**src/rtl/odin_aer_event_scheduler_if.sv**
```systemverilog
// rtl/odin_aer_event_scheduler_if.sv - OBI peripheral bus bundle for the AER event scheduler
interface odin_aer_event_scheduler_if;
  logic        obi_req_i;
  logic        obi_we_i;
  logic [3:0]  obi_addr_i;
  logic [31:0] obi_wdata_i;
  logic        obi_gnt_o;
  logic        obi_rvalid_o;
  logic [31:0] obi_rdata_o;

  modport master (
    output obi_req_i, obi_we_i, obi_addr_i, obi_wdata_i,
    input  obi_gnt_o, obi_rvalid_o, obi_rdata_o
  );

  modport slave (
    input  obi_req_i, obi_we_i, obi_addr_i, obi_wdata_i,
    output obi_gnt_o, obi_rvalid_o, obi_rdata_o
  );
endinterface

```
**src/rtl/odin_aer_event_scheduler.sv**
```systemverilog
// rtl/odin_aer_event_scheduler.sv - CPU-side event FIFOs and four-phase AER sequencing for tinyODIN
module odin_aer_event_scheduler #(
  parameter int M         = 8,
  parameter int IN_DEPTH  = 8,
  parameter int OUT_DEPTH = 8
) (
  input  logic                 CLK,
  input  logic                 RST,
  odin_aer_event_scheduler_if.slave obi,
  output logic [2*M+1:0]       AERIN_ADDR,
  output logic                 AERIN_REQ,
  input  logic                 AERIN_ACK,
  input  logic [M-1:0]         AEROUT_ADDR,
  input  logic                 AEROUT_REQ,
  output logic                 AEROUT_ACK,
  output logic                 irq_o
);
  localparam int AW  = 2*M+2;
  localparam int IPW = $clog2(IN_DEPTH);
  localparam int OPW = $clog2(OUT_DEPTH);

  typedef enum logic [1:0] {IN_IDLE, IN_WAIT_ACK, IN_WAIT_REL} in_state_e;
  typedef enum logic {OUT_IDLE, OUT_WAIT_REL} out_state_e;

  logic [AW-1:0]  in_mem_q  [IN_DEPTH];
  logic [M-1:0]   out_mem_q [OUT_DEPTH];
  logic [IPW-1:0] in_wptr_q, in_rptr_q;
  logic [OPW-1:0] out_wptr_q, out_rptr_q;
  logic [IPW:0]   in_count_q, in_count_d;
  logic [OPW:0]   out_count_q, out_count_d;
  in_state_e      in_state_q;
  out_state_e     out_state_q;
  logic [AW-1:0]  aerin_addr_q;
  logic           aerin_req_q, aerout_ack_q, irq_q;
  logic           irq_en_q, irq_en_d, flush_q, sticky_q, sticky_d;
  logic           rvalid_q;
  logic [31:0]    rdata_q, rdata_d;

  logic [1:0] sel;
  logic in_full, in_empty, out_full, out_empty, in_busy;
  logic in_pop, in_push, out_pop, out_push, out_accept, out_blocked;
  logic acc, wr_in, wr_status, wr_ctrl;
  logic unused_bits;

  assign sel       = obi.obi_addr_i[3:2];
  assign in_full   = (in_count_q == (IPW+1)'(IN_DEPTH));
  assign in_empty  = (in_count_q == '0);
  assign out_full  = (out_count_q == (OPW+1)'(OUT_DEPTH));
  assign out_empty = (out_count_q == '0);
  assign in_busy   = (in_state_q != IN_IDLE);

  // A pop in the same cycle frees a slot, so a write to a full FIFO is still granted.
  assign in_pop        = (in_state_q == IN_IDLE) && !in_empty && !flush_q;
  assign wr_in         = obi.obi_req_i && obi.obi_we_i && (sel == 2'd0);
  assign obi.obi_gnt_o = obi.obi_req_i && !(wr_in && in_full && !in_pop);
  assign acc           = obi.obi_req_i && obi.obi_gnt_o;
  assign in_push       = acc && obi.obi_we_i && (sel == 2'd0) && !flush_q;
  assign wr_status     = acc && obi.obi_we_i && (sel == 2'd2);
  assign wr_ctrl       = acc && obi.obi_we_i && (sel == 2'd3);
  assign out_pop       = acc && !obi.obi_we_i && (sel == 2'd1) && !out_empty;
  assign out_accept    = (out_state_q == OUT_IDLE) && AEROUT_REQ && !out_full;
  assign out_blocked   = (out_state_q == OUT_IDLE) && AEROUT_REQ && out_full;
  assign out_push      = out_accept && !flush_q;

  assign in_count_d  = flush_q ? '0 : in_count_q + (IPW+1)'(in_push) - (IPW+1)'(in_pop);
  assign out_count_d = flush_q ? '0 : out_count_q + (OPW+1)'(out_push) - (OPW+1)'(out_pop);
  assign irq_en_d    = wr_ctrl ? obi.obi_wdata_i[0] : irq_en_q;
  assign sticky_d    = out_blocked || (sticky_q && !(wr_status && obi.obi_wdata_i[19]));
  assign unused_bits = ^{obi.obi_wdata_i, obi.obi_addr_i[1:0]};

  always_comb begin
    rdata_d = '0;
    if (acc && !obi.obi_we_i) begin
      case (sel)
        2'd1: if (!out_empty) rdata_d = {1'b1, {(31-M){1'b0}}, out_mem_q[out_rptr_q]};
        2'd2: rdata_d = {12'd0, sticky_q, in_busy, out_empty, in_full,
                         8'(out_count_q), 8'(in_count_q)};
        2'd3: rdata_d = {31'd0, irq_en_q};
        default: rdata_d = '0;
      endcase
    end
  end

  always_ff @(posedge CLK) begin
    if (in_push) in_mem_q[in_wptr_q] <= obi.obi_wdata_i[AW-1:0];
    if (out_push) out_mem_q[out_wptr_q] <= AEROUT_ADDR;
  end

  always_ff @(posedge CLK) begin
    if (RST) begin
      in_wptr_q    <= '0;
      in_rptr_q    <= '0;
      out_wptr_q   <= '0;
      out_rptr_q   <= '0;
      in_count_q   <= '0;
      out_count_q  <= '0;
      in_state_q   <= IN_IDLE;
      out_state_q  <= OUT_IDLE;
      aerin_addr_q <= '0;
      aerin_req_q  <= 1'b0;
      aerout_ack_q <= 1'b0;
      irq_q        <= 1'b0;
      irq_en_q     <= 1'b0;
      flush_q      <= 1'b0;
      sticky_q     <= 1'b0;
      rvalid_q     <= 1'b0;
      rdata_q      <= '0;
    end else begin
      rvalid_q    <= acc;
      rdata_q     <= rdata_d;
      irq_en_q    <= irq_en_d;
      flush_q     <= wr_ctrl && obi.obi_wdata_i[1];
      sticky_q    <= sticky_d;
      irq_q       <= irq_en_d && (out_count_d != '0);
      in_count_q  <= in_count_d;
      out_count_q <= out_count_d;
      if (flush_q) begin
        in_wptr_q  <= '0;
        in_rptr_q  <= '0;
        out_wptr_q <= '0;
        out_rptr_q <= '0;
      end else begin
        if (in_push)  in_wptr_q  <= in_wptr_q + 1'b1;
        if (in_pop)   in_rptr_q  <= in_rptr_q + 1'b1;
        if (out_push) out_wptr_q <= out_wptr_q + 1'b1;
        if (out_pop)  out_rptr_q <= out_rptr_q + 1'b1;
      end

      case (in_state_q)
        IN_IDLE: if (in_pop) begin
          aerin_addr_q <= in_mem_q[in_rptr_q];
          aerin_req_q  <= 1'b1;
          in_state_q   <= IN_WAIT_ACK;
        end
        IN_WAIT_ACK: if (AERIN_ACK) begin
          aerin_req_q <= 1'b0;
          in_state_q  <= IN_WAIT_REL;
        end
        IN_WAIT_REL: if (!AERIN_ACK) in_state_q <= IN_IDLE;
        default: in_state_q <= IN_IDLE;
      endcase

      // The ACK is raised even if a flush drops the spike, so tinyODIN never stalls.
      case (out_state_q)
        OUT_IDLE: if (out_accept) begin
          aerout_ack_q <= 1'b1;
          out_state_q  <= OUT_WAIT_REL;
        end
        OUT_WAIT_REL: if (!AEROUT_REQ) begin
          aerout_ack_q <= 1'b0;
          out_state_q  <= OUT_IDLE;
        end
        default: out_state_q <= OUT_IDLE;
      endcase
    end
  end

  assign obi.obi_rvalid_o = rvalid_q;
  assign obi.obi_rdata_o  = rdata_q;
  assign AERIN_ADDR       = aerin_addr_q;
  assign AERIN_REQ        = aerin_req_q;
  assign AEROUT_ACK       = aerout_ack_q;
  assign irq_o            = irq_q;
endmodule

```
**src/flat_wrapper.sv**
```systemverilog
// flat-port wrapper written by rule: the top's interface ports become plain ports
module odin_aer_event_scheduler_flat 
#(
  parameter int M         = 8,
  parameter int IN_DEPTH  = 8,
  parameter int OUT_DEPTH = 8
)
  (CLK, RST, AERIN_ADDR, AERIN_REQ, AERIN_ACK, AEROUT_ADDR, AEROUT_REQ, AEROUT_ACK, irq_o, obi_obi_req_i, obi_obi_we_i, obi_obi_addr_i, obi_obi_wdata_i, obi_obi_gnt_o, obi_obi_rvalid_o, obi_obi_rdata_o);
  odin_aer_event_scheduler_if obi_i ();
  input  logic CLK;
  input  logic RST;
  output logic [2*M+1:0] AERIN_ADDR;
  output logic AERIN_REQ;
  input  logic AERIN_ACK;
  input  logic [M-1:0] AEROUT_ADDR;
  input  logic AEROUT_REQ;
  output logic AEROUT_ACK;
  output logic irq_o;
  input wire logic [$bits(obi_i.obi_req_i)-1:0] obi_obi_req_i;
  input wire logic [$bits(obi_i.obi_we_i)-1:0] obi_obi_we_i;
  input wire logic [$bits(obi_i.obi_addr_i)-1:0] obi_obi_addr_i;
  input wire logic [$bits(obi_i.obi_wdata_i)-1:0] obi_obi_wdata_i;
  output wire logic [$bits(obi_i.obi_gnt_o)-1:0] obi_obi_gnt_o;
  output wire logic [$bits(obi_i.obi_rvalid_o)-1:0] obi_obi_rvalid_o;
  output wire logic [$bits(obi_i.obi_rdata_o)-1:0] obi_obi_rdata_o;
  assign obi_i.obi_req_i = obi_obi_req_i;
  assign obi_i.obi_we_i = obi_obi_we_i;
  assign obi_i.obi_addr_i = obi_obi_addr_i;
  assign obi_i.obi_wdata_i = obi_obi_wdata_i;
  assign obi_obi_gnt_o = obi_i.obi_gnt_o;
  assign obi_obi_rvalid_o = obi_i.obi_rvalid_o;
  assign obi_obi_rdata_o = obi_i.obi_rdata_o;
  odin_aer_event_scheduler #(.M(M), .IN_DEPTH(IN_DEPTH), .OUT_DEPTH(OUT_DEPTH)) u_core (.CLK(CLK), .RST(RST), .obi(obi_i), .AERIN_ADDR(AERIN_ADDR), .AERIN_REQ(AERIN_REQ), .AERIN_ACK(AERIN_ACK), .AEROUT_ADDR(AEROUT_ADDR), .AEROUT_REQ(AEROUT_REQ), .AEROUT_ACK(AEROUT_ACK), .irq_o(irq_o));
endmodule
```
**config.mk**
```make
export PLATFORM = sky130hd
export DESIGN_NAME = odin_aer_event_scheduler_flat
export DESIGN_NICKNAME = d
export VERILOG_FILES = /design/src/rtl/odin_aer_event_scheduler_if.sv /design/src/rtl/odin_aer_event_scheduler.sv /design/src/flat_wrapper.sv
export SDC_FILE = /design/constraint.sdc
export NUM_CORES = 1
export LEC_CHECK = 0
export CAP_MARGIN = 20
export CELL_PAD_IN_SITES_DETAIL_PLACEMENT = 0
export CELL_PAD_IN_SITES_GLOBAL_PLACEMENT = 2
export CORE_ASPECT_RATIO = 0.8
export CORE_UTILIZATION = 38
export CTS_CLUSTER_DIAMETER = 100
export DETAILED_ROUTE_END_ITERATION = 8
export PLACE_DENSITY = 0.86
export SKIP_LAST_GASP = 1
export SLEW_MARGIN = 40
export SYNTH_ARGS = -nofsm -noshare
export SYNTH_HDL_FRONTEND = slang
export SYNTH_SLANG_ARGS = --single-unit
```
**constraint.sdc**
```tcl
create_clock -name CLK -period 2.9 [get_ports CLK]
set_clock_uncertainty 0.1 [all_clocks]
set_input_delay 0.435 -clock CLK [delete_from_list [all_inputs] [get_ports CLK]]
set_output_delay 0.435 -clock CLK [all_outputs]
set_load 0.01 [all_outputs]
```
# After elaboration in Yosys (flattened, before gate mapping)
# Memories as Yosys holds them, arrays and structs flattened. A register that Yosys moved wholly into a read port is not among the register bits.
# Index checks and enable logic that the tools add are counted.
totals:
  wordCells: 109
  memories: 2
  output_inout_bits: 55
  in_bits: 50
  register_bits: 62
  ram_bits: 208
mem_list:
  columns: ["memory", "words", "width", "read_ports", "rd_ports_with_merged_regs", "write_ports", "line_no", "text"]
  rows:
  - ["u_core.in_mem_q", 8, 18, 1, 1, 1, "odin_aer_event_scheduler.sv:25", "logic [AW-1:0] in_mem_q [IN_DEPTH];"]
  - ["u_core.out_mem_q", 8, 8, 1, 1, 1, "odin_aer_event_scheduler.sv:26", "logic [M-1:0] out_mem_q [OUT_DEPTH];"]
classes:
  bitwise_logic: 2
  muxes: 23
  eq_ne: 12
  n_reduce_logical: 46
  add_sub_neg: 8
op_table:
  columns: ["operator", "count"]
  rows:
  - ["one-hot mux 32 bit (3 select lines)", 1]
  - ["two-way mux 32 bit", 1]
  - ["logical AND 1 bit", 24]
  - ["adder 3 x 1 -> 3 bit (second input constant)", 4]
  - ["two-way mux 1 bit", 11]
  - ["adder 4 x 1 -> 4 bit", 2]
  - ["== test 4 bit (second input constant)", 2]
  - ["zero test 1 bit", 8]
  - ["zero test 4 bit", 2]
  - ["subtractor 4 x 1 -> 4 bit", 2]
  - ["== test 2 bit (second input constant)", 3]
  - ["two-way mux 2 bit", 3]
  - ["two-way mux 3 bit", 2]
  - ["!= test 2 bit (second input constant)", 3]
  - ["one-hot mux 1 bit (2 select lines)", 3]
  - ["one-hot mux 2 bit (3 select lines)", 1]
  - ["AND reduction 3 bit", 2]
  - ["== test 2 x 1 -> 1 bit (second input constant)", 2]
  - ["zero test 2 bit", 2]
  - ["two-way mux 4 bit", 1]
  - ["!= test 2 x 1 -> 1 bit (second input constant)", 2]
  - ["AND reduction 2 bit", 2]
  - ["nonzero test 2 bit", 2]
  - ["nonzero test 4 bit", 1]
  - ["other kinds (3)", 5]

# Longest topological paths before layout
# Gate-level depths: netlist (run 1).
logic_depth:
  word_depth: 16
  ltp_mapped: 13
  mapped_depth_nobuf: 11

# Worst setup path before layout (run 1)
# No wires, ideal clock.
synth_path:
  path_type: "flip-flop to flip-flop"
  startpoint: "register u_core.in_count_q[2]"
  endpoint: "memory u_core.in_mem_q[0][0] (netlist name), enable pin"
  n_path_buf: 1
  t_arrival_ps: 2581
  stages_incl_launch_ff: 8
  synth_period_minus_slack_ps: 3101
  setup_time_ps: 420
  path_slack_ps: -201
  cell_sequence: "dfxtp_1 > inv_1 > ha_1 > or3b_4 > o211a_1 > buf_6 > nor2b_4 > nor3b_1"
synth_between:
  elab_chain_cells: 14
  elab_cells_between_ends: 16
synth_lines:
  columns: ["element", "line_no", "text"]
  rows:
  - ["start, declared", "odin_aer_event_scheduler.sv:29", "logic [IPW:0] in_count_q, in_count_d;"]
  - ["start signal, assigned", "odin_aer_event_scheduler.sv:115", "in_count_q <= in_count_d;"]
  - ["zero test 4 bit", "odin_aer_event_scheduler.sv:47", "assign in_empty = (in_count_q == '0);"]
  - ["zero test 1 bit", "odin_aer_event_scheduler.sv:53", "assign in_pop = (in_state_q == IN_IDLE) && !in_empty && !flush_q;"]
  - ["logical AND 1 bit (2 in series)", "odin_aer_event_scheduler.sv:53", null]
  - ["zero test 1 bit", "odin_aer_event_scheduler.sv:55", "assign obi.obi_gnt_o = obi.obi_req_i && !(wr_in && in_full && !in_pop);"]
  - ["logical AND 1 bit (*)", "odin_aer_event_scheduler.sv:55", null]
  - ["zero test 1 bit (*)", "odin_aer_event_scheduler.sv:55", null]
  - ["logical AND 1 bit (*)", "odin_aer_event_scheduler.sv:55", null]
  - ["logical AND 1 bit (*)", "odin_aer_event_scheduler.sv:56", "assign acc = obi.obi_req_i && obi.obi_gnt_o;"]
  - ["logical AND 1 bit (*) (3 in series)", "odin_aer_event_scheduler.sv:57", "assign in_push = acc && obi.obi_we_i && (sel == 2'd0) && !flush_q;"]
  - ["net u_core.in_push", "odin_aer_event_scheduler.sv:41", "logic in_pop, in_push, out_pop, out_push, out_accept, out_blocked;"]
  - ["two-way mux 1 bit (*)", "odin_aer_event_scheduler.sv:85", "if (in_push) in_mem_q[in_wptr_q] <= obi.obi_wdata_i[AW-1:0];"]
  - ["two-way mux 1 bit (not written as such) (*)", "odin_aer_event_scheduler.sv:85", null]
  - ["end, declared", "odin_aer_event_scheduler.sv:25", null]
# Mark *: on every way through the listed nets, which the timed path passes. The rest lies on a longest branch.

# Worst setup path after layout (run 1)
layout_path:
  startpoint: "register u_core.in_count_q[2]"
  endpoint: "output obi_obi_gnt_o"
layout_between:
  elab_chain_cells: 8
  elab_cells_between_ends: 10
layout_lines:
  columns: ["element", "line_no", "text"]
  rows:
  - ["zero test 4 bit", "odin_aer_event_scheduler.sv:47", null]
  - ["zero test 1 bit", "odin_aer_event_scheduler.sv:53", null]
  - ["logical AND 1 bit (2 in series)", "odin_aer_event_scheduler.sv:53", null]
  - ["zero test 1 bit", "odin_aer_event_scheduler.sv:55", null]
  - ["logical AND 1 bit (*)", "odin_aer_event_scheduler.sv:55", null]
  - ["zero test 1 bit (*)", "odin_aer_event_scheduler.sv:55", null]
  - ["logical AND 1 bit (*)", "odin_aer_event_scheduler.sv:55", null]
  - ["end, declared", "flat_wrapper.sv:23", "output wire logic [$bits(obi_i.obi_gnt_o)-1:0] obi_obi_gnt_o;"]
# Mark *: on every way between the ends. The rest lies on a longest branch, timed or not.

==> results of run 1 <==
==> final cells by class <==
class                           count  area [sq um]  area share [%]
Sequential cell                   276          7610            59.5
Inverter                           13          48.8           0.382
Tap cell                          364           455            3.56
Clock buffer                       42           763            5.97
Multi-Input combinational cell    290          2720            21.3
Clock inverter                     10           131            1.03
Timing Repair Buffer              106          1050            8.25
==> worst max path at each step <==
stage	end	slack (ns)
6_report	obi_obi_gnt_o	0.23
5_1_grt	u_core.irq_o$_SDFF_PP0_	0.1
4_1_cts	obi_obi_gnt_o	0.20
3_5_place_dp	u_core.in_count_q[2]$_SDFF_PP0_	0.14
3_3_place_gp	u_core.in_count_q[2]$_SDFF_PP0_	0.17
2_1_floorplan	u_core.in_count_q[2]$_SDFF_PP0_	0.20
==> per-layer routing <==
metal	wire length (um)	GRT usage, %	share of wire (%)	up-vias
li1	-	-	-	2548
met1	9340	19.8	45	2706
met2	10200	24.5	49	124
met3	1020	2.56	4.9	28
met4	334	4.19	1.6	0
met5	0	0	0	-
==> worst max-delay path, cell delays in order (launching register included) <==
cell	delay, ns
dfxtp_1	0.31
inv_1	0.09
ha_1	0.14
or3b_4	0.39
o31a_1	0.35
dlygate4sd2_1	0.30
==> logic make-up after synthesis <==
group | Yosys count | synth area share (%)
simple gates | 140 | 7.05
fa+ha+maj | 17 | 2.15
flops | 276 | 71.7
compound gates | 42 | 2.56
other cells | 1 | 0.0353
xor+xnor | 10 | 0.825
buf+inv | 59 | 3.34
mux | 66 | 12.4
==> sequential cells by signal, summed over array words and instances, names as in the netlist, named ones only <==
name,cells
u_core.in_mem_q,144
u_core.irq_o,1
u_core.in_wptr_q,3
u_core.out_wptr_q,3
u_core.in_count_q,4
u_core.out_rptr_q,3
u_core.out_mem_q,64
u_core.AERIN_ADDR,18
u_core.AERIN_REQ,1
u_core.sticky_q,1
u_core.out_count_q,4
u_core.irq_en_q,1
u_core.obi.obi_rvalid_o,1
u_core.in_rptr_q,3
u_core.obi.obi_rdata_o,17
u_core.flush_q,1
u_core.AEROUT_ACK,1
u_core.in_state_q,2
u_core.out_state_q,1
==> cell usage in the layout (no fill, tap or decap), types with 7 or more instances in the layout <==
cell type / n
edfxtp_1: 208
clkdlybuf4s50_1: 73
dfxtp_1: 66
mux4_2: 52
nor2_1: 51
clkbuf_16: 28
nor3_1: 27
buf_4: 26
o22ai_1: 19
ha_1: 15
conb_1: 15
mux2i_1: 14
inv_1: 13
nand2_1: 13
clkbuf_1: 13
and2_1: 9
nor3b_1: 9
xnor2_1: 8
a21oi_1: 7
==> through the flow <==
| stage | power [mW] | cell area (sq um) |
|---|---|---|
| 4_1_cts | 10.4 | 12800 |
| 6_report | 10.3 | 12800 |
| 2_1_floorplan | 6.28 | 10700 |
| 3_5_place_dp | 6.92 | 11900 |
| 3_3_place_gp | 6.85 | 11900 |
| 5_1_grt | 10.7 | 12800 |
==> power groups by stage <==
| stage | combinational [mW] | clock [mW] | sequential (mW) |
|---|---|---|---|
| after detailed placement | 2.19 | 0 | 4.73 |
| final | 2.17 | 3.44 | 4.64 |
| after global placement | 2.14 | 0 | 4.71 |
| after CTS | 2.20 | 3.52 | 4.65 |
| after global routing | 2.40 | 3.67 | 4.67 |
| after floorplan | 1.56 | 0 | 4.71 |
==> metrics.md, run 1 <==
| Metric | Value |
|---|---|
| Placer Congestion | `0.770` |
| # rows | `54` |
| Cell area after synthesis | `10600 sq um` |
| DRT antenna net count | `0` |
| Port bufs | `74` |
| Die ar. | `28600 sq um` |
| Worst-margin pin slew | `0.674 ns` |
| I/O pin count | `105` |
| Hold Path Class | `register to register` |
| Most frequent cell after synthesis | `edfxtp_1` |
| Crit path DAT | `2.13 ns` |
| Unique masters post-synth | `46` |
| Clock Power Share | `33.6%` |
| Post-synth top area cell | `edfxtp_1` |
| Clk pin slew, worst setup/hold paths | `0.06 ns` |
| Required time worst endpoint | `2.37 ns` |
| Number of setup buffers added after CTS | `0` |
| Post-DP HPWL | `13000 um` |
| Crit path from | `u_core.in_count_q[2]$_SDFF_PP0_` |
| Die Wd | `189 um` |
| Largest net degree at the start of global routing | `26` |
| Vias per cell | `4.91` |
| # fillers | `2260` |
| Register-to-Register Path Depth | `11` |
| Internal power | `7.57 mW` |
| Final std cells w/o fill | `1101` |
| Post_cts resized | `1` |
| Synth warn | `0` |
| Initial Util | `38.8%` |
| Tot GR Track Use | `14.7%` |
| Num CTS Buffers | `28` |
| Final setup vio count | `0` |
| Peak Freq | `0.375 GHz` |
| DP Cell Count | `1049` |
| Register share of total power | `45.3%` |
| Syn_area_per_cell | `17.4 sq um` |
| Crit Reg-Reg Endpoint | `u_core.in_count_q[2]$_SDFF_PP0_` |
| Layout overhead on the synthesized area | `20.5%` |
| Proportion of layout cells with a drive suffix above 1 | `18.9%` |
| Pre-CTS setup slack | `0.143 ns` |
| Top post-synthesis cells by area | `edfxtp_1 (59%), dfxtp_1 (13%), mux4_2 (11%)` |
| Switch Pwr | `2.68 mW` |
| Synth cell count leaders | `edfxtp_1 (208), dfxtp_1 (68), mux4_2 (52)` |
| Area of the core | `27400 sq um` |
| Power share of the combinational group | `21.1%` |
| Via Count | `5406` |
| Startpoint types | `register` |
| Final hold vios | `0` |
| P per Cell Area | `802 nW/um^2` |
| Synth Register Bits | `276` |
| Slew Viols, Final | `0` |
| DR WL/cell | `19.0 um` |
| CTS sink cnt | `276` |
| Post-synthesis cell count | `611` |
| CTS tree | `yes` |
| Die Y | `151 um` |
| Initial antenna violation count | `0` |
| Crit share post-route | `91.9%` |
| Hold Path Origin | `u_core.sticky_q$_SDFF_PP0_` |
| Post-synth top area share | `58.9%` |
| Total grt overflow | `0` |
| Worst Path Class, Setup | `register to primary output` |
| Sum Neg Setup Slack | `0 ns` |
| First-pass GRT wire length | `31600 um` |
| Max VDD drop | `0.418 mV` |
| Post-cts hold buffer count | `0` |
| Async S/R FF share, synth | `0%` |
| Number of synthesized flops with an enable pin | `208` |
| Max FO, Critical Path | `3` |
| Detailed Route WL | `20900 um` |
| Clock latency on the worst-skew pair | `0.55 ns` |
| Initial drt markers | `328` |
| Post-layout nets | `782` |
| PnR worst setup slack | `0.234 ns` |
| Pleak | `4.24 nW` |
| DR pass1 iterations | `4` |
| Top_reg_cell synth | `edfxtp_1` |
| Worst Hold End | `u_core.obi.obi_rdata_o[19]$_SDFF_PP0_` |
| Core Util, Final | `46.7%` |
| ANT cells | `0` |
| Vias in the first global route | `5555` |
| R2r startpoint | `u_core.in_count_q[2]$_SDFF_PP0_` |
| Slew margin rel. | `55.0%` |
| Critical Path Sink Type | `primary output` |
| RSZ-0062 raised after global routing | `false` |
| Clock Path Buffers | `3` |
| Drt drc | `0` |
| Hold Path Cell Cnt | `1` |
| FF-to-FF setup slack | `0.26 ns` |
| Clock Tree Root | `clkbuf_16` |
| Post-synthesis sequential area ratio | `71.7%` |
| Switching Fraction | `26.2%` |
| Max Cap Viol | `0` |
| Hold Slack | `0.366 ns` |
| H-Tree Depth | `1` |
| Min Tclk post-route | `2.67 ns` |
| Status | `completed` |
Power figures use the tool's default switching activity.
==> run 2, diff against run 1 <==
- CORE_MARGIN: not set -> 5
==> run 2 against run 1 <==
Register-to-register slack got worse by 0.06 ns. Clock power rose by 5%. Total power rose by 1.8%. Via count rose by 1.4%. Largest cell class unchanged. Largest power group unchanged.
==> metrics.md, run 2 (same netlist as run 1, synthesis figures left out) <==
| Metric | Value |
|---|---|
| Crit path from | `u_core.in_count_q[2]$_SDFF_PP0_` |
| Min Tclk post-route | `2.70 ns` |
| Max FO, Critical Path | `3` |
| Clk pin slew, worst setup/hold paths | `0.06 ns` |
| DR WL/cell | `19.4 um` |
| Register-to-Register Path Depth | `11` |
| Slew Viols, Final | `0` |
| Crit Reg-Reg Endpoint | `u_core.in_count_q[2]$_SDFF_PP0_` |
| Clock latency on the worst-skew pair | `0.53 ns` |
| Final setup vio count | `0` |
| First-pass GRT wire length | `33400 um` |
| Clock Path Buffers | `3` |
| Area of the core | `27400 sq um` |
| Total grt overflow | `0` |
| Pre-CTS setup slack | `0.169 ns` |
| # fillers | `2301` |
| Post-layout nets | `780` |
| I/O pin count | `105` |
| Final hold vios | `0` |
| Initial antenna violation count | `1` |
| Vias in the first global route | `5805` |
| Die Wd | `197 um` |
| Crit share post-route | `93.2%` |
| CTS tree | `yes` |
| Pwr Total | `10.4 mW` |
| Core Util, Final | `46.8%` |
| Die ar. | `31400 sq um` |
| Max Cap Viol | `0` |
| Initial drt markers | `348` |
| RSZ-0062 raised after global routing | `false` |
| Required time worst endpoint | `2.37 ns` |
| Post-cts hold buffer count | `0` |
| Crit path DAT | `2.17 ns` |
| Num CTS Buffers | `28` |
| Fin area | `12800 sq um` |
| Peak Freq | `0.370 GHz` |
| Sum Neg Setup Slack | `0 ns` |
| Largest register by flop count | `u_core.in_mem_q` |
| Die Y | `159 um` |
| Placer Congestion | `0.779` |
| Max VDD drop | `0.537 mV` |
| Via Count | `5480` |
| Number of setup buffers added after CTS | `0` |
| Startpoint types | `register` |
| Tot GR Track Use | `13.4%` |
| Critical Path Sink Type | `primary output` |
| H-Tree Depth | `1` |
| Post_cts resized | `1` |
| Initial Util | `38.7%` |
| PnR worst setup slack | `0.196 ns` |
| DRT antenna net count | `0` |
| Slew margin rel. | `50.3%` |
| Worst-margin pin slew | `0.745 ns` |
| Proportion of layout cells with a drive suffix above 1 | `19.2%` |
| Most frequent cells in the layout | `edfxtp_1 (208), clkdlybuf4s50_1 (73), dfxtp_1 (67)` |
| Pleak | `4.27 nW` |
| P per Cell Area | `813 nW/um^2` |
| DR pass1 iterations | `4` |
| Detailed Route WL | `21300 um` |
| Largest net degree at the start of global routing | `39` |
| Port bufs | `74` |
| Worst Setup EP | `obi_obi_gnt_o` |
| Post-DP HPWL | `13300 um` |
| Placed cell areas | `11900 sq um` |
| Worst Path Class, Setup | `register to primary output` |
| Clock Tree Root | `clkbuf_16` |
| # rows | `54` |
| Hold Path Class | `register to register` |
| Most common cell after layout, fill and taps aside | `edfxtp_1` |
| Vias per cell | `4.98` |
| Status | `completed` |
| R2r startpoint | `u_core.in_count_q[2]$_SDFF_PP0_` |
| FF-to-FF setup slack | `0.20 ns` |
| Largest register FFs | `144` |
| CTS sink cnt | `276` |
| Layout overhead on the synthesized area | `21.0%` |
| Drt drc | `0` |
run 2: layout make-up:
| class | count | area, sq um | area share (%) |
|---|---|---|---|
| Antenna cell | 1 | 2.50 | 0.0195 |
| Inverter | 13 | 48.8 | 0.380 |
| Clock inverter | 17 | 185 | 1.44 |
| Clock buffer | 35 | 748 | 5.83 |
| Sequential cell | 276 | 7610 | 59.3 |
| Timing Repair Buffer | 104 | 1060 | 8.30 |
| Tap cell | 364 | 455 | 3.55 |
| Multi-Input combinational cell | 290 | 2720 | 21.2 |
run 2: critical path, stage by stage (launching register included):
cell,delay [ns]
dfxtp_1,0.31
inv_1,0.10
ha_1,0.18
or3b_4,0.40
o31a_1,0.32
dlygate4sd2_1,0.33
run 2: how the worst min path moves through the flow:
stage                     slack [ns]                                    end                               from  depth (start not counted)
after floorplan                 0.33   u_core.obi.obi_rdata_o[2]$_SDFF_PP0_    u_core.in_count_q[2]$_SDFF_PP0_                          2
after global placement          0.36  u_core.obi.obi_rdata_o[11]$_SDFF_PP0_   u_core.out_count_q[3]$_SDFF_PP0_                          2
after detailed placement        0.38         u_core.AEROUT_ACK$_SDFFE_PP0P_     u_core.AEROUT_ACK$_SDFFE_PP0P_                          2
after CTS                       0.39         u_core.AEROUT_ACK$_SDFFE_PP0P_     u_core.AEROUT_ACK$_SDFFE_PP0P_                          2
after global routing            0.41      u_core.AERIN_ADDR[8]$_SDFFE_PP0P_  u_core.AERIN_ADDR[8]$_SDFFE_PP0P_                          2
final                           0.39         u_core.AEROUT_ACK$_SDFFE_PP0P_     u_core.AEROUT_ACK$_SDFFE_PP0P_                          2
run 2: report_power, final:
group | switching (mW) | leakage [nW] | total [mW] | internal, mW
Sequential | 0.147 | 2.43 | 4.63 | 4.48
Combinational | 1.12 | 1.38 | 2.19 | 1.07
Clock | 1.43 | 0.457 | 3.61 | 2.18
Total | 2.70 | 4.27 | 10.4 | 7.74
run 2: per-layer routing:
metal	vias up	GRT usage (%)	wire (um)	share of wire, %
li1	2537	-	-	-
met1	2783	18.8	9490	45
met2	122	22.0	10300	48
met3	38	2.05	1030	4.8
met4	0	3.91	530	2.5
met5	-	0	0	0
run 2: through the flow:
step                instances  hold WS [ns]
floorplan                 625         0.325
global placement         1047         0.360
detailed placement       1047         0.381
CTS                      1099         0.390
global route             1100         0.408
finish                   1100         0.387
